### src/rtl/lut_bank.sv
// lut_bank: bank of serially configured LUTs with per-LUT combinational or registered output
module lut_bank #(
   parameter int WIDTH    = 4,
   parameter int NUM_LUTS = 2
) (
   input  logic                i_clk,
   input  logic                i_rst_n,
   input  logic                i_cfg,
   input  logic                i_cfg_tdata,
   input  logic                i_cfg_tvalid,
   input  logic                i_cfg_tlast,
   output logic                o_cfg_tready,
   output logic                o_cfg_ready,
   output logic                o_cfg_error,
   input  logic                i_run,
   input  logic [WIDTH-1:0]    i_run_in,
   output logic [NUM_LUTS-1:0] o_run_out
);
   localparam int DEPTH    = 1 << WIDTH;
   localparam int CFG_BITS = NUM_LUTS * (DEPTH + 1);
   localparam int CW       = $clog2(CFG_BITS);
   typedef enum logic [2:0] {S_INIT, S_LOAD, S_IDLE, S_RUN, S_ERROR} state_t;
   state_t                r_state;
   state_t                w_next;
   logic [CFG_BITS-1:0]   r_cfg;
   logic [CW-1:0]         r_cnt;
   logic [NUM_LUTS-1:0]   r_flop;
   logic                  r_cfg_ready;
   logic                  r_cfg_error;
   logic [NUM_LUTS-1:0]   w_sel;
   logic [NUM_LUTS-1:0]   w_mode;
   logic                  w_beat;
   logic                  w_last_k;
   assign o_cfg_tready = r_state == S_LOAD;
   assign w_beat       = i_cfg_tvalid && o_cfg_tready;
   assign w_last_k     = r_cnt == CW'(CFG_BITS - 1);
   assign o_cfg_ready  = r_cfg_ready;
   assign o_cfg_error  = r_cfg_error;
   for (genvar i = 0; i < NUM_LUTS; i++) begin : g_lut
      logic [DEPTH-1:0] w_tbl;
      assign w_tbl     = r_cfg[i*(DEPTH+1) +: DEPTH];
      assign w_mode[i] = r_cfg[i*(DEPTH+1) + DEPTH];
      assign w_sel[i]  = w_tbl[i_run_in];
   end
   // registered LUTs show their flop in RUN and IDLE; combinational LUTs only drive in RUN
   assign o_run_out = (w_mode & ((r_state == S_RUN || r_state == S_IDLE) ? r_flop : '0))
                    | (~w_mode & ((r_state == S_RUN) ? w_sel : '0));
   always_comb begin
      w_next = r_state;
      case (r_state)
         S_INIT, S_ERROR: w_next = i_cfg ? S_LOAD : r_state;
         S_LOAD:          w_next = !w_beat ? S_LOAD
                                 : (w_last_k && i_cfg_tlast) ? S_IDLE
                                 : (w_last_k || i_cfg_tlast) ? S_ERROR : S_LOAD;
         S_IDLE:          w_next = i_run ? S_RUN : S_IDLE;
         S_RUN:           w_next = i_run ? S_RUN : i_cfg ? S_LOAD : S_IDLE;
         default:         w_next = S_INIT;
      endcase
   end
   always_ff @(posedge i_clk) begin
      if (!i_rst_n) begin
         r_state     <= S_INIT;
         r_cfg       <= '0;
         r_cnt       <= '0;
         r_flop      <= '0;
         r_cfg_ready <= 1'b0;
         r_cfg_error <= 1'b0;
      end else begin
         r_state <= w_next;
         if (r_state == S_RUN)
            r_flop <= w_sel;
         if (w_beat) begin
            r_cfg[r_cnt] <= i_cfg_tdata;
            r_cnt        <= w_last_k ? '0 : r_cnt + 1'b1;
            r_cfg_ready  <= w_next == S_IDLE;
            r_cfg_error  <= w_next == S_ERROR;
         end
         // a fresh load starts from a clean slate; tables are overwritten beat by beat
         if (w_next == S_LOAD && r_state != S_LOAD) begin
            r_cnt       <= '0;
            r_flop      <= '0;
            r_cfg_ready <= 1'b0;
            r_cfg_error <= 1'b0;
         end
      end
   end
endmodule

### config.mk
export PLATFORM = sky130hd
export DESIGN_NAME = lut_bank
export DESIGN_NICKNAME = d
export VERILOG_FILES = /design/src/rtl/lut_bank.sv
export SDC_FILE = /design/constraint.sdc
export NUM_CORES = 1
export LEC_CHECK = 0
export ABC_AREA = 1
export CAP_MARGIN = 0
export CELL_PAD_IN_SITES_DETAIL_PLACEMENT = 1
export CELL_PAD_IN_SITES_GLOBAL_PLACEMENT = 1
export CORE_MARGIN = 3
export CORE_UTILIZATION = 45
export DETAILED_ROUTE_END_ITERATION = 16
export DONT_BUFFER_PORTS = 1
export PLACE_DENSITY_LB_ADDON = 0.1
export RECOVER_POWER = 50
export SYNTH_ARGS = -nofsm -noshare
export SYNTH_HDL_FRONTEND = slang
export SYNTH_SLANG_ARGS = --single-unit
### constraint.sdc
create_clock -name i_clk -period 2.15 [get_ports i_clk]
set_input_delay 0.1075 -clock i_clk [delete_from_list [all_inputs] [get_ports i_clk]]
set_output_delay 0.1075 -clock i_clk [all_outputs]
set_load 0.1 [all_outputs]
==> flow_summary_export.csv <==
group,metric,value,unit
placed_design,pre_cts_ws,0.417,ns
layout,drive_gt1_share,10.2,%
floorplan,io_pins,16,
layout,multi_input_area,0.00132,sq mm
setup_path,critPathArrivalTime,2.18,ns
hold_path,timing.hold.worst_path_depth,2,
clocking,cts.clk_slew.worst_paths,0.09,ns
yosys,synth_area,0.00260,sq mm
clocking,cts-root-buf,"clkbuf_8",
sta,worstMarginPinSlew,1.21,ns
grt,grt_overflow,0,
drt,drt_drc_violations_left,0,
pwr,pwr_density_cell,612,mW/mm^2
yosys,yosysWarnings,0,
yosys,ys_seq_elements,47,
floorplan,die_x,82.0,microns
clocking,cts_setup_buffers,0,
drt,dr.pass1.iters,4,
hold_path,hold_class,"input pin to flop",
sta,fmax,0.520,GHz
sta,hold_violations,0,
grt,grt_util_all_layers,24.1,%
clocking,clock_path_buffers,2,
floorplan,num_rows,27,
pwr,ir_drop,0.000324,V
sta,min_period_over_period,89.5,%
placed_design,portBuffers,0,
yosys,netlist_instances,389,
layout,fin_nets,407,
sta,min_period,1.92,ns
grt,grt_pass1_wl,12200,microns
layout,mostFrequentLayoutCells,"nand2_1 (80), inv_1 (59), dfxtp_1 (47), nand3_1 (40), o21ai_0 (36)",
clocking,cts_buffers,5,
layout,n_antenna_cell,0,
floorplan,dieArea,0.00673,sq mm
placed_design,dp_hpwl,5250,microns
drt,vias,2512,
drt,viasPerCell,5.39,
sta,finalWorstSetupSlack,0.226,ns
sta,whs,0.00892,ns
sta,drv_slew,0,
pwr,p_leak,1.10,nW
grt,grt_antenna_before_repair,0,
clocking,clock_latency,0.31,ns
layout,n_fill_cell,770,
yosys,seq_area_frac_synth,36.2,%
sta,tns,0,ns
placed_design,routabilityCongestion,0.883,
yosys,syn-num-nets,403,
run,max_cap_violations,0,
clocking,cts.sinks,47,
yosys,synth_top_area_share,36.2,%
floorplan,floorplan.initialDensity,46.9,%
yosys,yosysTopAreaCell,"dfxtp_1",
setup_path,reg2regPathDepth,8,
setup_path,cp-start-kind,"flop",
clocking,cts_tree,"yes",
grt,grt_pass1_vias,2488,
sta,slew_headroom,19.3,%
setup_path,crit_path_max_fanout,16,
grt,grt_max_degree,28,
sta,rsz0062_at_grt,"false",
drt,ant_nets,0,
clocking,htree_num_levels,2,
yosys,syn_avg_cell_area,6.68,sq um
drt,wl_per_cell,15.8,microns
layout,area_growth_syn_to_layout,7.65,%
status,run_status,"complete, no violations",
drt,drtIter0Drc,159,
setup_path,criticalPathCategory,"flop to flop",
setup_path,endpoint_kind,"flop",
floorplan,chipHeight,82.0,microns
sta,finClkSkew,0.00282,ns
sta,setup_viol,0,
drt,wirelength,7380,microns
yosys,post_synth_num_cell_types,33,
yosys,synthTopCellsByArea,"dfxtp_1 (36%), nand2_1 (11%), inv_1 (8.4%)",
layout,mostFrequentLayoutCell,"nand2_1",
setup_path,required,2.41,ns
layout,regArea,941,sq um
floorplan,core,0.00554,sq mm
==> where the power goes <==
part / internal (mW) / switching (mW)
Clock: 0.377 / 0.318
Sequential: 0.874 / 0.00354
Combinational: 0.0405 / 0.101
Total: 1.29 / 0.423
==> flip-flops by register name, summed over array words and instances, names as in the netlist <==
| signal | flops |
|---|---|
| r_cfg | 34 |
| r_cnt | 6 |
| r_state | 3 |
| r_flop | 2 |
| o_cfg_error | 1 |
| o_cfg_ready | 1 |
==> critical path, stage by stage (launching register included) <==
cell	delay, ns
dfxtp_1	0.35
inv_2	0.09
nand3_4	0.10
nor2_8	0.24
nand3_4	0.17
o21ai_0	0.18
nand2_1	0.07
nor2_1	0.11
dlygate4sd3_1	0.55
==> cell type report <==
type	count	area share (%)
clock buffers	6	2.95
clock inverters	2	1.25
inverters	68	9.12
multi-input cells	261	47.2
flip-flops and latches	47	33.6
well taps	72	3.22
repair buffers	10	2.68
==> through the flow <==
stage	util, %	instance area [sq um]	cells	power (mW)
after floorplan	-	2610	389	1.02
after detailed placement	48.3	2670	454	1.02
after global routing	50.5	2800	466	1.78
after CTS	51.1	2830	466	1.73
final	50.5	2800	466	1.71
after global placement	48.3	2670	454	1.02
==> kinds of logic (layout without fill, tap and decap cells) <==
| logic type | count (synthesis) | after routing | synth area share [%] |
|---|---|---|---|
| AO/OA/AOI/OAI | 80 | 80 | 16.5 |
| flip-flops | 47 | 47 | 36.2 |
| AND/OR/NAND/NOR | 178 | 178 | 33.4 |
| buffers and inverters | 81 | 86 | 12.5 |
| adder cells (fa/ha/maj) | 3 | 3 | 1.44 |
==> repair_timing <==
action	4_1_cts	5_1_grt
hold endpoints to repair	32	0
setup endpoints to repair	0	1
gates resized for setup	0	1
hold buffers	4	0
==> per-layer routing <==
| layer | part of all wire (%) | wire [microns] | global-route usage [%] | up-vias |
|---|---|---|---|---|
| met1 | 45 | 3310 | 28.4 | 1197 |
| met2 | 50 | 3670 | 44.0 | 41 |
| met3 | 3.8 | 281 | 3.84 | 9 |
| li1 | - | - | - | 1265 |
| met4 | 1.5 | 114 | 7.64 | 0 |
| met5 | 0 | 0 | 0 | - |
==> synthesized netlist by cell type, drive strengths merged <==
cell type	n
nand2	83
inv	67
dfxtp	47
nand3	43
o21ai	42
a21oi	34
nor2	30
nor3	14
clkbuf	7
buf	6
ha	3
nand4	3
nor3b	2
nor4	2
a21o	1
a31oi	1
a41oi	1
clkinv	1
nand3b	1
o31ai	1
==> path summary, 6_finish.rpt <==
check                           slack [ns]   endpoint        start
worst min register to register        0.45   r_cfg[0]     r_cfg[0]
worst min-delay path                 0.009  r_cfg[21]  i_cfg_tdata
worst max register to register        0.23  r_cfg[15]   r_state[2]
worst max-delay path                  0.23  r_cfg[15]   r_state[2]
Power figures use the tool's default switching activity.
